[src/rtl/rc4_sched_pkg.sv]
// Shared types and constants for the RC4 phase scheduler: FSM states, memory-port phases, status LED codes.
package rc4_sched_pkg;

    localparam int unsigned KEY_W_DEF  = 24;
    localparam int unsigned ADDR_W_DEF = 8;
    localparam int unsigned DATA_W_DEF = 8;

    typedef enum logic [2:0] {
        ST_IDLE     = 3'd0,
        ST_INIT_RUN = 3'd1,
        ST_SHUF_RUN = 3'd2,
        ST_DEC_RUN  = 3'd3,
        ST_NEXT_KEY = 3'd4,
        ST_FOUND    = 3'd5,
        ST_FAIL     = 3'd6
    } state_t;

    typedef enum logic [1:0] {
        PH_NONE = 2'd0,
        PH_INIT = 2'd1,
        PH_SHUF = 2'd2,
        PH_DEC  = 2'd3
    } phase_t;

    localparam logic [2:0] LIGHT_IDLE  = 3'b100;
    localparam logic [2:0] LIGHT_INIT  = 3'b001;
    localparam logic [2:0] LIGHT_SHUF  = 3'b010;
    localparam logic [2:0] LIGHT_DEC   = 3'b011;
    localparam logic [2:0] LIGHT_FOUND = 3'b101;
    localparam logic [2:0] LIGHT_FAIL  = 3'b110;

    // Which engine owns the S-memory port in a given state.
    function automatic phase_t state_phase(input state_t s);
        case (s)
            ST_INIT_RUN: return PH_INIT;
            ST_SHUF_RUN: return PH_SHUF;
            ST_DEC_RUN:  return PH_DEC;
            default:     return PH_NONE;
        endcase
    endfunction

endpackage

[src/rtl/rc4_mem_mux.sv]
// Combinational 3-to-1 S-memory port mux; the port is idle (all zero) when no engine owns it.
module rc4_mem_mux
    import rc4_sched_pkg::*;
#(
    parameter int unsigned ADDR_W = ADDR_W_DEF,
    parameter int unsigned DATA_W = DATA_W_DEF
) (
    input  phase_t             phase,
    input  logic [ADDR_W-1:0]  init_addr,
    input  logic [DATA_W-1:0]  init_wdata,
    input  logic               init_wren,
    input  logic [ADDR_W-1:0]  shuf_addr,
    input  logic [DATA_W-1:0]  shuf_wdata,
    input  logic               shuf_wren,
    input  logic [ADDR_W-1:0]  dec_addr,
    input  logic [DATA_W-1:0]  dec_wdata,
    input  logic               dec_wren,
    output logic [ADDR_W-1:0]  mem_addr_c,
    output logic [DATA_W-1:0]  mem_wdata_c,
    output logic               mem_wren_c
);

    always_comb begin
        mem_addr_c  = '0;
        mem_wdata_c = '0;
        mem_wren_c  = 1'b0;
        case (phase)
            PH_INIT: begin
                mem_addr_c  = init_addr;
                mem_wdata_c = init_wdata;
                mem_wren_c  = init_wren;
            end
            PH_SHUF: begin
                mem_addr_c  = shuf_addr;
                mem_wdata_c = shuf_wdata;
                mem_wren_c  = shuf_wren;
            end
            PH_DEC: begin
                mem_addr_c  = dec_addr;
                mem_wdata_c = dec_wdata;
                mem_wren_c  = dec_wren;
            end
            default: ;
        endcase
    end

endmodule

[src/rtl/rc4_phase_scheduler.sv]
// Sequences the RC4 init / shuffle / decrypt engines and owns the shared S-memory port.
// RC4_KEY_SEARCH_EN: sweep keys 0..KEY_MAX until decrypt reports valid text (KEY_MAX exists only then).
module rc4_phase_scheduler
    import rc4_sched_pkg::*;
#(
    parameter int unsigned KEY_W  = KEY_W_DEF,
`ifdef RC4_KEY_SEARCH_EN
    parameter logic [KEY_W-1:0] KEY_MAX = KEY_W'(24'h3FFFFF),
`endif
    parameter int unsigned ADDR_W = ADDR_W_DEF,
    parameter int unsigned DATA_W = DATA_W_DEF
) (
    input  logic              clok,
    input  logic              rst,
    input  logic              go,
    input  logic [KEY_W-1:0]  key_in,
    output logic              init_start,
    output logic              shuf_start,
    output logic              dec_start,
    input  logic              init_done,
    input  logic              shuf_done,
    input  logic              dec_done,
    input  logic              dec_valid,
    input  logic [ADDR_W-1:0] init_addr,
    input  logic [ADDR_W-1:0] shuf_addr,
    input  logic [ADDR_W-1:0] dec_addr,
    input  logic [DATA_W-1:0] init_wdata,
    input  logic [DATA_W-1:0] shuf_wdata,
    input  logic [DATA_W-1:0] dec_wdata,
    input  logic              init_wren,
    input  logic              shuf_wren,
    input  logic              dec_wren,
    output logic [ADDR_W-1:0] mem_addr,
    output logic [DATA_W-1:0] mem_wdata,
    output logic              mem_wren,
    output logic [KEY_W-1:0]  key,
    output logic              busy,
    output logic              found,
    output logic              fail,
    output logic [2:0]        light
);

    state_t state;
    phase_t phase;

    assign phase = state_phase(state);

    rc4_mem_mux #(
        .ADDR_W (ADDR_W),
        .DATA_W (DATA_W)
    ) u_mem_mux (
        .phase       (phase),
        .init_addr   (init_addr),
        .init_wdata  (init_wdata),
        .init_wren   (init_wren),
        .shuf_addr   (shuf_addr),
        .shuf_wdata  (shuf_wdata),
        .shuf_wren   (shuf_wren),
        .dec_addr    (dec_addr),
        .dec_wdata   (dec_wdata),
        .dec_wren    (dec_wren),
        .mem_addr_c  (mem_addr),
        .mem_wdata_c (mem_wdata),
        .mem_wren_c  (mem_wren)
    );

    // Phase sequencer; every status output is registered alongside the state.
    always_ff @(posedge clok) begin
        if (!rst) begin
            state      <= ST_IDLE;
            init_start <= 1'b0;
            shuf_start <= 1'b0;
            dec_start  <= 1'b0;
            key        <= '0;
            busy       <= 1'b0;
            found      <= 1'b0;
            fail       <= 1'b0;
            light      <= LIGHT_IDLE;
        end else begin
            case (state)
                ST_IDLE, ST_FOUND, ST_FAIL: begin
                    if (go) begin
                        state      <= ST_INIT_RUN;
                        init_start <= 1'b1;
`ifdef RC4_KEY_SEARCH_EN
                        key        <= '0;
`else
                        key        <= key_in;
`endif
                        busy       <= 1'b1;
                        found      <= 1'b0;
                        fail       <= 1'b0;
                        light      <= LIGHT_INIT;
                    end
                end
                ST_INIT_RUN: begin
                    if (init_done) begin
                        state      <= ST_SHUF_RUN;
                        init_start <= 1'b0;
                        shuf_start <= 1'b1;
                        light      <= LIGHT_SHUF;
                    end
                end
                ST_SHUF_RUN: begin
                    if (shuf_done) begin
                        state      <= ST_DEC_RUN;
                        shuf_start <= 1'b0;
                        dec_start  <= 1'b1;
                        light      <= LIGHT_DEC;
                    end
                end
                ST_DEC_RUN: begin
                    if (dec_done) begin
                        dec_start <= 1'b0;
                        if (dec_valid) begin
                            state <= ST_FOUND;
                            busy  <= 1'b0;
                            found <= 1'b1;
                            light <= LIGHT_FOUND;
                        end else begin
`ifdef RC4_KEY_SEARCH_EN
                            state <= ST_NEXT_KEY;
`else
                            state <= ST_FAIL;
                            busy  <= 1'b0;
                            fail  <= 1'b1;
                            light <= LIGHT_FAIL;
`endif
                        end
                    end
                end
`ifdef RC4_KEY_SEARCH_EN
                // Max-key test comes first so the key never wraps.
                ST_NEXT_KEY: begin
                    if (key == KEY_MAX) begin
                        state <= ST_FAIL;
                        busy  <= 1'b0;
                        fail  <= 1'b1;
                        light <= LIGHT_FAIL;
                    end else begin
                        state      <= ST_INIT_RUN;
                        key        <= key + KEY_W'(1);
                        init_start <= 1'b1;
                        light      <= LIGHT_INIT;
                    end
                end
`endif
                default: begin
                    state      <= ST_IDLE;
                    init_start <= 1'b0;
                    shuf_start <= 1'b0;
                    dec_start  <= 1'b0;
                    busy       <= 1'b0;
                    found      <= 1'b0;
                    fail       <= 1'b0;
                    light      <= LIGHT_IDLE;
                end
            endcase
        end
    end

endmodule
[config.mk]
export PLATFORM = sky130hd
export DESIGN_NAME = rc4_phase_scheduler
export DESIGN_NICKNAME = d
export VERILOG_FILES = /design/src/rtl/rc4_sched_pkg.sv /design/src/rtl/rc4_mem_mux.sv /design/src/rtl/rc4_phase_scheduler.sv
export SDC_FILE = /design/constraint.sdc
export NUM_CORES = 1
export LEC_CHECK = 0
export BUFFER_PORTS_ARGS = -buffer_cell sky130_fd_sc_hd__buf_2
export CORE_MARGIN = 5
export CORE_UTILIZATION = 42
export DETAILED_ROUTE_END_ITERATION = 6
export GPL_TIMING_DRIVEN = 0
export HOLD_SLACK_MARGIN = 0.05
export PLACE_DENSITY_LB_ADDON = 0.1
export SETUP_SLACK_MARGIN = 0.4
export SYNTH_ARGS = -nofsm -noshare
export SYNTH_HDL_FRONTEND = slang
export SYNTH_SLANG_ARGS = --single-unit
[constraint.sdc]
create_clock -name clok -period 1.6 [get_ports clok]
set_input_delay 0 -clock clok [delete_from_list [all_inputs] [get_ports clok]]
set_output_delay 0 -clock clok [all_outputs]
set_load 0.02 [all_outputs]
==> results.json <==
{
  "antenna_found_initial": 0,
  "finalSetupViolations": 0,
  "cts_tree": "done",
  "cts_inserted_buffers": 5,
  "rsz0062_at_grt": "yes",
  "crit_path_frequent_cell": "o21a_1",
  "yosys_register_bits": 34,
  "ios": 132,
  "grt_remaining_overflow": 0,
  "dr.pass1.iters": 4,
  "final_cell_mix": "buf_2 (123), nand2_1 (55), mux2i_1 (42)",
  "critPathMaxStageDelay_ps": 360,
  "powerDensity_nw_per_um2": 1053,
  "power_mw": 3.871,
  "stdcell_count": 519,
  "clk_pin_slew_ps": 70,
  "startpoint_type": "flop",
  "dieWidth_um": 79.66,
  "top_usage_layer": "met2",
  "p_leak_nw": 1.797,
  "grt_pass1_vias": 2521,
  "async_flop_share": 0,
  "status": "complete, no violations",
  "drv_cap": 0,
  "final_common_cell": "buf_2",
  "clock_path_buffers": 2,
  "dp_hpwl_mm": 4.869,
  "period_share": 0.9844,
  "cpLargestDelayFamily": "buffers and inverters",
  "fillerInstances": 335,
  "yosys_most_used_dff": "dfxtp_1",
  "yosysWarnings": 0,
  "synth_fp_nets": 346,
  "dp_slack_ps": 127.1,
  "fin_ws_ps": 25.03,
  "routedWlPerCell_um": 14.27,
  "vias": 2554,
  "cp_max_fo": 7,
  "die_area_um2": 6346,
  "end_kind": "flop",
  "slew_violations": 0,
  "place_area_um2": 2808,
  "grtUsageMet3": 0.06433,
  "syn_inst": 264,
  "grtUsageMet2": 0.3998,
  "vias_per_cell": 4.921,
  "min_path_type": "input port to flop",
  "num_rows": 25,
  "placed_cells": 461,
  "ys_types": 36,
  "use_met1": 0.2593,
  "final_hold_viol_count": 0,
  "cpMaxStageDelayCell": "dfxtp_4",
  "syn_area_per_cell_um2": 7.720,
  "place.gp.congestion": 0.8561,
  "path_cells": "buf_4, and2b_1, nor3_2, o21a_1, buf_6, clkbuf_16, o21a_1",
  "crit_type": "flop to flop",
  "fin_skew_ps": 10.58,
  "grt_max_degree": 11,
  "required_ps": 1780,
  "first_iter_violations": 141,
  "rrSetupSlack_ps": 30,
  "ant_nets": 0,
  "finalInstanceArea_um2": 3675,
  "totalWireLength_mm": 7.407,
  "clock_latency_ps": 290,
  "layout_min_cycle_time_ps": 1575,
  "worst_pin_slew_ps": 505.6,
  "n_antenna_cell": 0,
  "core_um2": 4723,
  "path_buf_inv": 3,
  "fmax_mhz": 634.9,
  "slew_headroom": 0.6629,
  "die_h_um": 79.66,
  "start_util": 0.4315,
  "cts_sinks": 34,
  "grt_first_pass_wirelength_mm": 11.43,
  "vdd_drop_max_mv": 0.5618,
  "cts_max_level": 2,
  "cts_root_buf": "clkbuf_8",
  "drc_errors": 0,
  "syn-cell-area_um2": 2038,
  "drive_above_1_share": 0.4801,
  "yosysSeqAreaShare": 0.3339,
  "nNetsFinal": 534,
  "io_buffers": 130,
  "grt_usage": 0.2229,
  "arrival_ps": 1750,
  "synth-edff-count": 0,
  "syn_to_final_growth_pct": 80.29
}
## through the flow
stage | setup TNS [ps] | hold WS (ps) | utilization
floorplan | 0 | 140.7 | -
global placement | 0 | 247.6 | 0.5944
detailed placement | 0 | 254.2 | 0.5944
CTS | 0 | 59.63 | 0.7285
global route | -251.0 | 139.9 | 0.7780
finish | 0 | 127.3 | 0.7780
## cells by family (layout without fill, tap and decap cells)
kind of cell	Yosys count	count (layout)	synth area share
AND/OR/NAND/NOR	115	115	0.2351
AO/OA/AOI/OAI	43	43	0.1301
multiplexers	43	43	0.2112
flip-flops	34	34	0.3339
buffers and inverters	29	217	0.08962
## worst paths after layout
path                                start  cells past startpoint          to
worst max-delay path             light[1]                      7        busy
worst max register to register   light[1]                      7        busy
worst min-delay path            init_done                      4  init_start
worst min register to register   light[2]                      1    light[2]
## report_power, final
group / total (mW) / switching (mW) / internal, mW
combinational: 2.21 / 1.11 / 1.11
sequential: 1.05 / 0.0740 / 0.973
clock: 0.611 / 0.319 / 0.292
## worst register-to-register path, stage by stage (launching register included)
cell and delay (ps):
dfxtp_4 360, buf_4 160, and2b_1 230, nor3_2 40, o21a_1 190, buf_6 150, clkbuf_16 160, o21a_1 180
## sequential cells by signal, summed over array words and instances (netlist names)
register    flops
shuf_start      1
state           1
busy            1
fail            1
dec_start       1
init_start      1
key            24
found           1
light           3
## area by class of cell
| class | count | area [µm²] | area share |
|---|---|---|---|
| timing repair buffer | 181 | 1239 | 0.3371 |
| tap | 67 | 83.83 | 0.02281 |
| sequential | 34 | 689.4 | 0.1876 |
| buffer | 24 | 251.5 | 0.06844 |
| inverter | 5 | 22.52 | 0.006129 |
| clock buffer | 5 | 68.82 | 0.01873 |
| multi-input combinational | 201 | 1310 | 0.3565 |
| clock inverter | 2 | 10.01 | 0.002724 |
## synthesized netlist by cell type, types with 3 or more instances
cell type	count	share of area
buf_4	6	0.022
nand2_1	55	0.10
o21ai_0	3	0.0074
a21oi_1	24	0.059
inv_1	4	0.0074
nand2b_1	3	0.0092
buf_2	3	0.0074
mux2i_1	43	0.21
o311ai_1	3	0.013
nor2_1	46	0.085
clkbuf_1	11	0.020
dfxtp_1	34	0.33
## repair_timing
action	CTS	global route
pin swaps	7	15
gates cloned	1	4
hold buffers	27	0
setup endpoints to repair	51	51
endpoints found under the hold margin	28	0
buffers inserted	12	7
resized for setup	48	26
## per-layer routing
metal	vias up	part of all wire
met4	0	0.0085
met1	1175	0.41
met3	6	0.082
met2	112	0.50
li1	1261	-
met5	-	0
No activity file was read; power rests on OpenSTA's default activity.
